$ cat config.mk
export PLATFORM = sky130hd
export DESIGN_NAME = fwd_tag_pipe_flat
export DESIGN_NICKNAME = d
export VERILOG_FILES = /design/src/rtl/fwd_tag_pipe_pkg.sv /design/src/rtl/fwd_tag_pipe_if.sv /design/src/rtl/fwd_tag_stage.sv /design/src/rtl/fwd_tag_pipe.sv /design/src/flat_wrapper.sv
export SDC_FILE = /design/constraint.sdc
export NUM_CORES = 1
export LEC_CHECK = 0
export CAP_MARGIN = 20
export CORE_AREA = 2 2 116 118
export DETAILED_ROUTE_END_ITERATION = 10
export DIE_AREA = 0 0 118 120
export PLACE_DENSITY = 0.7
export SYNTH_ARGS = -nofsm -noshare
export SYNTH_HDL_FRONTEND = slang
export SYNTH_SLANG_ARGS = --single-unit
$ cat constraint.sdc
create_clock -name clk -period 2.5 [get_ports clk]
set_input_delay 0.625 -clock clk [delete_from_list [all_inputs] [get_ports clk]]
set_output_delay 0.625 -clock clk [all_outputs]
set_load 0.01 [all_outputs]
$ cat src/rtl/fwd_tag_pipe_pkg.sv
// Shared types and widths for the RAW forwarding tag pipeline.
// A tag records one in-flight destination register write.
package fwd_tag_pipe_pkg;

  localparam int unsigned XLEN   = 32;
  localparam int unsigned REG_AW = 5;
  localparam int unsigned CNT_W  = 32;

  localparam logic [REG_AW-1:0] X0 = '0;

  typedef struct packed {
    logic              valid;
    logic [REG_AW-1:0] rd;
    logic              is_load;
  } tag_t;

  // Source operand reads a register that a live tag is about to write.
  function automatic logic src_hit(logic used, logic [REG_AW-1:0] rs, tag_t t);
    return used & t.valid & (rs == t.rd);
  endfunction

endpackage

$ cat src/rtl/fwd_tag_pipe_if.sv
// Decode-side inputs and forwarding-mux outputs of the tag pipeline.
interface fwd_tag_pipe_if;
  import fwd_tag_pipe_pkg::*;

  logic              dec_valid;
  logic [REG_AW-1:0] dec_rd_sel;
  logic              dec_rd_we;
  logic              dec_is_load;
  logic [REG_AW-1:0] dec_rs1_sel;
  logic [REG_AW-1:0] dec_rs2_sel;
  logic              dec_rs1_used;
  logic              dec_rs2_used;
  logic              flush;
  logic              pipe_hold;
  logic [XLEN-1:0]   ex_alu_val;
  logic [XLEN-1:0]   mem_alu_val;
  logic [XLEN-1:0]   mem_load_val;
  logic [XLEN-1:0]   wb_val;

  logic [REG_AW-1:0] EX_raw_sel;
  logic [REG_AW-1:0] MEM_raw_sel;
  logic [REG_AW-1:0] WB_raw_sel;
  logic [XLEN-1:0]   EX_raw_val;
  logic [XLEN-1:0]   MEM_raw_val;
  logic [XLEN-1:0]   WB_raw_val;
  logic              dec_stall;
  logic [CNT_W-1:0]  stall_cnt;

  modport master (
    output dec_valid, dec_rd_sel, dec_rd_we, dec_is_load,
           dec_rs1_sel, dec_rs2_sel, dec_rs1_used, dec_rs2_used,
           flush, pipe_hold, ex_alu_val, mem_alu_val, mem_load_val, wb_val,
    input  EX_raw_sel, MEM_raw_sel, WB_raw_sel,
           EX_raw_val, MEM_raw_val, WB_raw_val, dec_stall, stall_cnt
  );

  modport slave (
    input  dec_valid, dec_rd_sel, dec_rd_we, dec_is_load,
           dec_rs1_sel, dec_rs2_sel, dec_rs1_used, dec_rs2_used,
           flush, pipe_hold, ex_alu_val, mem_alu_val, mem_load_val, wb_val,
    output EX_raw_sel, MEM_raw_sel, WB_raw_sel,
           EX_raw_val, MEM_raw_val, WB_raw_val, dec_stall, stall_cnt
  );

endinterface

$ cat src/rtl/fwd_tag_stage.sv
// One pipeline tag register: freezes on hold, loads an empty tag on bubble.
module fwd_tag_stage
  import fwd_tag_pipe_pkg::*;
(
  input  logic clk,
  input  logic rst,
  input  logic hold,
  input  logic bubble,
  input  tag_t d,
  output tag_t q
);

  always_ff @(posedge clk) begin
    if (rst) begin
      q <= '0;
    end else if (!hold) begin
      q <= bubble ? tag_t'('0) : d;
    end
  end

endmodule

$ cat src/rtl/fwd_tag_pipe.sv
// Tracks rd tags through EX/MEM/WB, drives forwarding sel/val bundles and
// raises a one-cycle decode stall on load-use hazards.
module fwd_tag_pipe
  import fwd_tag_pipe_pkg::*;
(
  input  logic           clk,
  input  logic           rst,
  fwd_tag_pipe_if.slave  bus
);

  tag_t             dec_tag;
  tag_t             ex_tag;
  tag_t             mem_tag;
  tag_t             wb_tag;
  logic             stall;
  logic             ex_bubble;
  logic [CNT_W-1:0] cnt_q;

  // Only instructions that really write a non-x0 register become valid tags.
  always_comb begin
    dec_tag         = '0;
    dec_tag.valid   = bus.dec_valid & bus.dec_rd_we & (bus.dec_rd_sel != X0);
    dec_tag.rd      = bus.dec_rd_sel;
    dec_tag.is_load = bus.dec_is_load;
  end

  // EX tags are never x0, so a load-use match can never fire on x0.
  always_comb begin
    stall = bus.dec_valid & ex_tag.valid & ex_tag.is_load
          & (src_hit(bus.dec_rs1_used, bus.dec_rs1_sel, ex_tag)
           | src_hit(bus.dec_rs2_used, bus.dec_rs2_sel, ex_tag))
          & ~bus.flush;
    ex_bubble = stall | bus.flush;
  end

  fwd_tag_stage u_ex (
    .clk(clk), .rst(rst), .hold(bus.pipe_hold), .bubble(ex_bubble),
    .d(dec_tag), .q(ex_tag)
  );

  fwd_tag_stage u_mem (
    .clk(clk), .rst(rst), .hold(bus.pipe_hold), .bubble(1'b0),
    .d(ex_tag), .q(mem_tag)
  );

  fwd_tag_stage u_wb (
    .clk(clk), .rst(rst), .hold(bus.pipe_hold), .bubble(1'b0),
    .d(mem_tag), .q(wb_tag)
  );

  // Saturating count of stall cycles that actually took effect.
  always_ff @(posedge clk) begin
    if (rst) begin
      cnt_q <= '0;
    end else if (stall && !bus.pipe_hold && (cnt_q != {CNT_W{1'b1}})) begin
      cnt_q <= cnt_q + CNT_W'(1);
    end
  end

  // Dead stages present sel=0/val=0 so x0 reads through the mux give zero.
  always_comb begin
    bus.EX_raw_sel  = '0;
    bus.EX_raw_val  = '0;
    bus.MEM_raw_sel = '0;
    bus.MEM_raw_val = '0;
    bus.WB_raw_sel  = '0;
    bus.WB_raw_val  = '0;
    if (ex_tag.valid) begin
      bus.EX_raw_sel = ex_tag.rd;
      bus.EX_raw_val = ex_tag.is_load ? '0 : bus.ex_alu_val;
    end
    if (mem_tag.valid) begin
      bus.MEM_raw_sel = mem_tag.rd;
      bus.MEM_raw_val = mem_tag.is_load ? bus.mem_load_val : bus.mem_alu_val;
    end
    if (wb_tag.valid) begin
      bus.WB_raw_sel = wb_tag.rd;
      bus.WB_raw_val = bus.wb_val;
    end
  end

  assign bus.dec_stall = stall;
  assign bus.stall_cnt = cnt_q;

endmodule

$ cat src/flat_wrapper.sv
// flat-port wrapper written by rule: the top's interface ports become plain ports
module fwd_tag_pipe_flat import fwd_tag_pipe_pkg::*;
  (clk, rst, bus_dec_valid, bus_dec_rd_sel, bus_dec_rd_we, bus_dec_is_load, bus_dec_rs1_sel, bus_dec_rs2_sel, bus_dec_rs1_used, bus_dec_rs2_used, bus_flush, bus_pipe_hold, bus_ex_alu_val, bus_mem_alu_val, bus_mem_load_val, bus_wb_val, bus_EX_raw_sel, bus_MEM_raw_sel, bus_WB_raw_sel, bus_EX_raw_val, bus_MEM_raw_val, bus_WB_raw_val, bus_dec_stall, bus_stall_cnt);
  fwd_tag_pipe_if bus_i ();
  input  logic clk;
  input  logic rst;
  input wire logic [$bits(bus_i.dec_valid)-1:0] bus_dec_valid;
  input wire logic [$bits(bus_i.dec_rd_sel)-1:0] bus_dec_rd_sel;
  input wire logic [$bits(bus_i.dec_rd_we)-1:0] bus_dec_rd_we;
  input wire logic [$bits(bus_i.dec_is_load)-1:0] bus_dec_is_load;
  input wire logic [$bits(bus_i.dec_rs1_sel)-1:0] bus_dec_rs1_sel;
  input wire logic [$bits(bus_i.dec_rs2_sel)-1:0] bus_dec_rs2_sel;
  input wire logic [$bits(bus_i.dec_rs1_used)-1:0] bus_dec_rs1_used;
  input wire logic [$bits(bus_i.dec_rs2_used)-1:0] bus_dec_rs2_used;
  input wire logic [$bits(bus_i.flush)-1:0] bus_flush;
  input wire logic [$bits(bus_i.pipe_hold)-1:0] bus_pipe_hold;
  input wire logic [$bits(bus_i.ex_alu_val)-1:0] bus_ex_alu_val;
  input wire logic [$bits(bus_i.mem_alu_val)-1:0] bus_mem_alu_val;
  input wire logic [$bits(bus_i.mem_load_val)-1:0] bus_mem_load_val;
  input wire logic [$bits(bus_i.wb_val)-1:0] bus_wb_val;
  output wire logic [$bits(bus_i.EX_raw_sel)-1:0] bus_EX_raw_sel;
  output wire logic [$bits(bus_i.MEM_raw_sel)-1:0] bus_MEM_raw_sel;
  output wire logic [$bits(bus_i.WB_raw_sel)-1:0] bus_WB_raw_sel;
  output wire logic [$bits(bus_i.EX_raw_val)-1:0] bus_EX_raw_val;
  output wire logic [$bits(bus_i.MEM_raw_val)-1:0] bus_MEM_raw_val;
  output wire logic [$bits(bus_i.WB_raw_val)-1:0] bus_WB_raw_val;
  output wire logic [$bits(bus_i.dec_stall)-1:0] bus_dec_stall;
  output wire logic [$bits(bus_i.stall_cnt)-1:0] bus_stall_cnt;
  assign bus_i.dec_valid = bus_dec_valid;
  assign bus_i.dec_rd_sel = bus_dec_rd_sel;
  assign bus_i.dec_rd_we = bus_dec_rd_we;
  assign bus_i.dec_is_load = bus_dec_is_load;
  assign bus_i.dec_rs1_sel = bus_dec_rs1_sel;
  assign bus_i.dec_rs2_sel = bus_dec_rs2_sel;
  assign bus_i.dec_rs1_used = bus_dec_rs1_used;
  assign bus_i.dec_rs2_used = bus_dec_rs2_used;
  assign bus_i.flush = bus_flush;
  assign bus_i.pipe_hold = bus_pipe_hold;
  assign bus_i.ex_alu_val = bus_ex_alu_val;
  assign bus_i.mem_alu_val = bus_mem_alu_val;
  assign bus_i.mem_load_val = bus_mem_load_val;
  assign bus_i.wb_val = bus_wb_val;
  assign bus_EX_raw_sel = bus_i.EX_raw_sel;
  assign bus_MEM_raw_sel = bus_i.MEM_raw_sel;
  assign bus_WB_raw_sel = bus_i.WB_raw_sel;
  assign bus_EX_raw_val = bus_i.EX_raw_val;
  assign bus_MEM_raw_val = bus_i.MEM_raw_val;
  assign bus_WB_raw_val = bus_i.WB_raw_val;
  assign bus_dec_stall = bus_i.dec_stall;
  assign bus_stall_cnt = bus_i.stall_cnt;
  fwd_tag_pipe u_core (.clk(clk), .rst(rst), .bus(bus_i));
endmodule
==> metrics.txt, run 1 <==
run status=finished clean; period utilization=98.8%; crit start category=input port; Pre-antenna DRT Iters=4; GRT Util Overall=21.4%; Post-Synth Adder-Cell Area=0.358%; Static Leak=3.04 nW; nets@finish=895; Post-Syn Area=3500 sq um; Max clock buf depth=2; multiplexer area fraction after synthesis=12.9%; total gr overflow=0; syn avg cell area=8.17 sq um; peak supply drop=341 uV; core area=13000 sq um; WP data arrival=1.84 ns; number of synthesized flops with an enable pin=0; fmax=405 MHz; simple-gate portion of the synthesized area=40.1%; crit path capture type=output pin; initial antenna violation count=8; IO Count=296; Layout Skew=0.00545 ns; Post-Place Cells=904; Worst R2R Path Depth=10; die width=118 microns; CTS tree=yes; setup violators final=0; initial drt markers=178; WL final=15.6 mm; largest net degree at the start of global routing=34; Post-synth top cells=and2_1 (81), dfxtp_1 (52), nor2_1 (46), mux2i_1 (45), nor2b_1 (34); Synth Warn #=0; Rel. slew slack=70.9%; Hold Fails Final Rpt=0; Worst-Margin Slew=0.436 ns; Fill cells=1242; CTS root buf=clkbuf_16; Primary FF master, synth=dfxtp_1; number of core rows=42; Final TNS setup=0 ns; die footprint=14200 sq um; XOR/XNOR Fraction of Synth Area=8.76%; MaxCap Viol Count=0; Worst Hold Class=reg -> reg; Tmin final=2.47 ns; Final ANT Viol Nets=0; Cell Pwr Density=281 nW/um^2; Yosys reg bits=52; Setup Crit Path Kind=in -> out; area leader, netlist=dfxtp_1; DRC=0; DR vias=4211; Synth top area share=29.8%; worst-path fanout max=1; Routability Congestion=0.852; drt wl/cell=16.9 microns; syn_nets=581; Die Height=120 microns; P&R area growth vs syn=104%; dpl hpwl=13.2 mm; sinks on the clock net=52; number of port buffers=295; fraction of the mapped netlist area in compound gates=4.79%; H-tree Lvls=2; Seq/Total Area, Yosys=29.8%; Clock Pin Slew Worst Setup and Hold Paths=0.06 ns; Post-synth ARST share=0%; worst skew pair latency=0.28 ns; Post-Layout Cell Count=923; hold path depth=2; post-synth cell types=42; Area contributors post-synth=dfxtp_1 (30%), and2_1 (14%), mux2i_1 (13%), xor2_1 (7.0%), nor2b_1 (6.1%); CTS Hold Bufs=0; CTS Buf Count=5; Required @ worst endpoint=1.88 ns; first-pass GRT wire length=24.2 mm; hold slack=0.500 ns; Gate Count Post-Synth=428; Starting Density=27.0%; Via density=4.56; Overall Power=2.00 mW; max-slew violation count=0; main combinational cell family by area after synthesis=simple AND/OR/NAND/NOR gates; most common cell in the netlist=and2_1; share of cells above drive strength 1=9.15%; vias in the first global route=4272
logic make-up (layout without fill, tap and decap cells):
family | count (synthesis) | after routing
and+or+nand+nor | 243 | 243
xor gates and xnor gates | 35 | 35
AOI/OAI and AO/OA | 23 | 23
DFF | 52 | 52
adders and majority gates | 1 | 1
buffers and inverters | 29 | 344
muxes | 45 | 45
other | 0 | 4
path summary, 6_finish.rpt:
kind | endpoint | slack [ns] | start
min reg2reg | u_core.u_wb.q[5]$_SDFFE_PP0N_ | 0.50 | u_core.u_wb.q[5]$_SDFFE_PP0N_
max | bus_MEM_raw_val[16] | 0.03 | bus_mem_alu_val[16]
min | u_core.u_wb.q[5]$_SDFFE_PP0N_ | 0.50 | u_core.u_wb.q[5]$_SDFFE_PP0N_
max reg2reg | u_core.bus.stall_cnt[30]$_SDFFE_PP0P_ | 0.26 | u_core.u_ex.q[2]$_SDFFE_PP0N_
power by group:
part	switching, mW	internal (mW)	leakage, nW
Sequential	0.0111	0.835	0.421
Combinational	0.109	0.270	2.54
Clock	0.303	0.477	0.0815
per-stage QoR:
step / setup slack [ns] / util (%) / cell area [sq um]
after floorplan: 0.285 / - / 3500
after global placement: -0.562 / 52.5 / 6820
after detailed placement: -0.562 / 52.5 / 6820
after CTS: 0.00308 / 54.0 / 7010
after global routing: -0.00717 / 54.9 / 7130
final: 0.0302 / 55.0 / 7140
worst max-delay path, cell delays in order:
cell	delay (ns)
clkdlybuf4s50_1	0.47
mux2i_1	0.07
nor2b_1	0.12
clkdlybuf4s50_1	0.56
cells in the final DEF, fill, tap and decap left out, types with 6 or more instances in the layout:
cell and count:
a21oi_1 6, nand2_1 13, or3_1 6, a22o_1 7, dlygate4sd2_1 18, buf_4 34
dlymetal6s2s_1 19, and3_1 7, nor2b_1 33, dfxtp_1 50, nor3_1 6, xnor2_1 7
xor2_1 27, nor2_1 45, and2_1 81, nand4_1 10, mux2i_1 45, nand3_1 17
clkdlybuf4s50_1 256
registers in the layout (all words and copies together) (netlist names):
name	count
u_core.bus.stall_cnt	32
u_core.u_ex.q	7
u_core.u_mem.q	7
u_core.u_wb.q	6
per-layer routing:
metal | vias up | part of all wire [%] | wire [microns] | GRT usage (%)
li1 | 2079 | - | - | -
met1 | 1940 | 42 | 6580 | 26.2
met2 | 166 | 48 | 7490 | 36.6
met3 | 18 | 8.8 | 1370 | 8.13
met4 | 8 | 0.79 | 123 | 3.09
met5 | - | 0.32 | 50 | 0
final cells by class:
class	count	area (sq um)	share of cell area (%)
timing repair buffer	333	3290	46.1
multi-input combinational	347	2400	33.6
sequential	52	1040	14.6
tap	176	220	3.09
clock buffer	6	129	1.81
clock inverter	2	38.8	0.543
inverter	3	11.3	0.158
antenna	4	10.0	0.140
timing repair:
item / CTS / global route
pin swaps: 5 / 4
buffers inserted: 4 / 2
hold endpoints to repair: 0 / 0
gates resized for setup: 28 / 29
gates cloned: 1 / 0
setup endpoints to repair: 38 / 46
(Power assumes the default switching activity.)
==> run 2: changes to the inputs <==
--- a/config.mk
+++ b/config.mk
@@ -6,10 +6,10 @@
 export NUM_CORES = 1
 export LEC_CHECK = 0
 export CAP_MARGIN = 20
-export CORE_AREA = 2 2 116 118
+export CORE_MARGIN = 1.5
+export CORE_UTILIZATION = 25
 export DETAILED_ROUTE_END_ITERATION = 10
-export DIE_AREA = 0 0 118 120
-export PLACE_DENSITY = 0.7
+export PLACE_DENSITY = 0.65
 export SYNTH_ARGS = -nofsm -noshare
 export SYNTH_HDL_FRONTEND = slang
 export SYNTH_SLANG_ARGS = --single-unit
==> run 2 against run 1 <==
Critical path depth is 8 higher; global-route usage shrank 0.79 points; sequential cell count is the same; highest routed layer unchanged.
==> metrics.txt, run 2 (synthesized netlist as in run 1, its figures left out) <==
Comb power frac=19.9% (+1.0 points); share of cells above drive strength 1=9.19% (+0.037 points); Worst-Margin Slew=0.463 ns (+0.0269 ns); WP data arrival=2.71 ns (+0.87 ns); GRT Util Overall=20.6% (-0.79 points); Sw Share=22.2% (+1.1 points); Starting Density=25.4% (-1.6 points); internal power=1.48 mW (-6.7%); Post-Place Cells=904 (unchanged); final worst setup slack=0.0206 ns (-0.00961 ns); DRC=0 (unchanged); crit path capture type=register; Post-DP Area=6780 sq um (-0.55%); dpl hpwl=13.4 mm (+1.7%); max-slew violation count=0 (unchanged); first-pass GRT wire length=23.3 mm (-3.8%); Tmin final=2.48 ns (+0.00961 ns); critical path endpoint=u_core.bus.stall_cnt[30]$_SDFFE_PP0P_; MaxCap Viol Count=0 (unchanged); worst-path fanout max=5 (+4); FF-to-FF setup slack=0.09 ns (-0.17 ns); Post-Layout Cell Count=924 (+0.11%); P_sw=0.420 mW (-0.57%); Worst R2R Path Depth=11 (+1); setup violators final=0 (unchanged); Reg-to-Reg Start=u_core.u_ex.q[1]$_SDFFE_PP0N_; peak supply drop=221 uV (-35%); run status=finished clean; core area=13800 sq um (+6.1%); Setup WS pre-CTS=-0.602 ns (-0.0404 ns); number of port buffers=295 (unchanged); Static Leak=3.17 nW (+4.1%); CTS Buf Count=5 (unchanged); Cell Pwr Density=267 nW/um^2 (-5.0%); period utilization=99.2% (+0.38 points); worst r2r dst=u_core.bus.stall_cnt[30]$_SDFFE_PP0P_; Clock Pin Slew Worst Setup and Hold Paths=0.07 ns (about the same); Max clock buf depth=2 (unchanged); IO Count=296 (unchanged); fmax=403 MHz (-0.39%); CTS root buf=clkbuf_16; initial antenna violation count=7 (-1); Routability Congestion=0.898 (+5.4%); die footprint=14700 sq um (+3.9%); clock power share=35.5% (-3.4 points); H-tree Lvls=2 (unchanged); largest net degree at the start of global routing=34 (unchanged); layer with the highest usage=met2; Layout Skew=0.00789 ns (+0.00244 ns); post-route cell area=7110 sq um (-0.42%); Final ANT Viol Nets=0 (unchanged); Die Height=121 microns (+1.1%); Via density=4.56 (about the same); drt wl/cell=17.4 microns (+2.9%); RSZ-0062 raised after global routing=yes; vias in the first global route=4049 (-5.2%); crit start category=input port; hold slack=0.498 ns (-0.00149 ns); Required @ worst endpoint=2.73 ns (+0.85 ns); Setup Crit Path Kind=in -> reg; grt met2 use=33.3% (-3.3 points); Rel. slew slack=69.0% (-1.9 points); Overall Power=1.90 mW (-5.4%); number of core rows=43 (+2.4%); grt met1 use=27.0% (+0.78 points); WL final=16.1 mm (+3.1%); worst skew pair latency=0.29 ns (about the same); Worst Hold Class=reg -> reg; max reg flops=32 (unchanged); CTS Hold Bufs=0 (unchanged); total gr overflow=0 (unchanged); nets@finish=892 (-0.34%); met3 usage=6.86% (-1.3 points); initial drt markers=158 (-11%); CTS tree=yes; P&R area growth vs syn=103%; Pre-antenna DRT Iters=5 (+1); Hold Fails Final Rpt=0 (unchanged); commonest non-fill, non-tap cell in the layout=clkdlybuf4s50_1; crit path from=bus_dec_rs2_sel[4]; die width=121 microns (+2.8%); DR vias=4215 (+0.095%); most frequent cells in the layout=clkdlybuf4s50_1 (244), and2_1 (81), dfxtp_1 (49); sinks on the clock net=52 (unchanged); Reg power frac=44.6% (+2.4 points)
run 2: layout make-up:
cell class,count,area (sq um)
multi-input cells,347,2410
flip-flops and latches,52,1050
inverters,3,11.3
clock buffers,7,133
fillers,1312,6670
diodes,4,10.0
clock inverters,1,8.76
repair buffers,330,3260
well taps,180,225
run 2: how the worst min path moves through the flow:
| stage | from | endpoint | slack [ns] | cells past startpoint |
|---|---|---|---|---|
| after detailed placement | u_core.u_wb.q[3]$_SDFFE_PP0N_ | u_core.u_wb.q[3]$_SDFFE_PP0N_ | 0.49 | 2 |
| after CTS | u_core.u_wb.q[3]$_SDFFE_PP0N_ | u_core.u_wb.q[3]$_SDFFE_PP0N_ | 0.51 | 2 |
| final | u_core.u_wb.q[3]$_SDFFE_PP0N_ | u_core.u_wb.q[3]$_SDFFE_PP0N_ | 0.50 | 2 |
| after global routing | u_core.bus.stall_cnt[1]$_SDFFE_PP0P_ | u_core.bus.stall_cnt[1]$_SDFFE_PP0P_ | 0.54 | 2 |
| after floorplan | u_core.u_wb.q[5]$_SDFFE_PP0N_ | u_core.u_wb.q[5]$_SDFFE_PP0N_ | 0.46 | 2 |
| after global placement | u_core.u_wb.q[2]$_SDFFE_PP0N_ | u_core.u_wb.q[2]$_SDFFE_PP0N_ | 0.47 | 2 |
run 2: critical path, stage by stage:
cell and delay [ns]:
clkdlybuf4s15_1 0.19, xor2_2 0.16, nor4_4 0.24, buf_4 0.16, buf_4 0.09, buf_4 0.09, buf_4 0.09, buf_4 0.09
a32o_2 0.25, nand2_4 0.08, or4_4 0.49, a21oi_2 0.14
run 2: layer usage:
| metal | vias to the layer above | share of wire (%) |
|---|---|---|
| met1 | 1955 | 44 |
| met5 | - | 0.14 |
| met3 | 18 | 9.8 |
| li1 | 2063 | - |
| met4 | 6 | 0.99 |
| met2 | 173 | 45 |
run 2: per-stage QoR:
step                      setup TNS, ns  utilization [%]
after floorplan                       0                -
after global placement            -8.24             49.2
after detailed placement          -9.67             49.2
after CTS                             0             51.0
after global routing            -0.0643             51.5
final                                 0             51.6
run 2: repair_timing:
action	4_1_cts	5_1_grt
pin swaps	6	5
buffers inserted	8	1
resized for setup	48	32
endpoints found under the setup margin	46	44
cloned	1	0
run 2: power groups by stage:
stage	Combinational [mW]	Sequential (mW)	Clock (mW)
after global routing	0.404	0.845	0.729
after floorplan	0.0915	0.860	0
after global placement	0.374	0.864	0
final	0.378	0.845	0.673
after CTS	0.381	0.845	0.697
after detailed placement	0.379	0.864	0
==> run 3: changes to the inputs <==
--- a/config.mk
+++ b/config.mk
@@ -10,6 +10,7 @@
 export CORE_UTILIZATION = 25
 export DETAILED_ROUTE_END_ITERATION = 10
 export PLACE_DENSITY = 0.65
+export SLEW_MARGIN = 20
 export SYNTH_ARGS = -nofsm -noshare
 export SYNTH_HDL_FRONTEND = slang
 export SYNTH_SLANG_ARGS = --single-unit
==> results of run 3 <==
The final DEF is identical to that of run 2; final timing and power are the same.
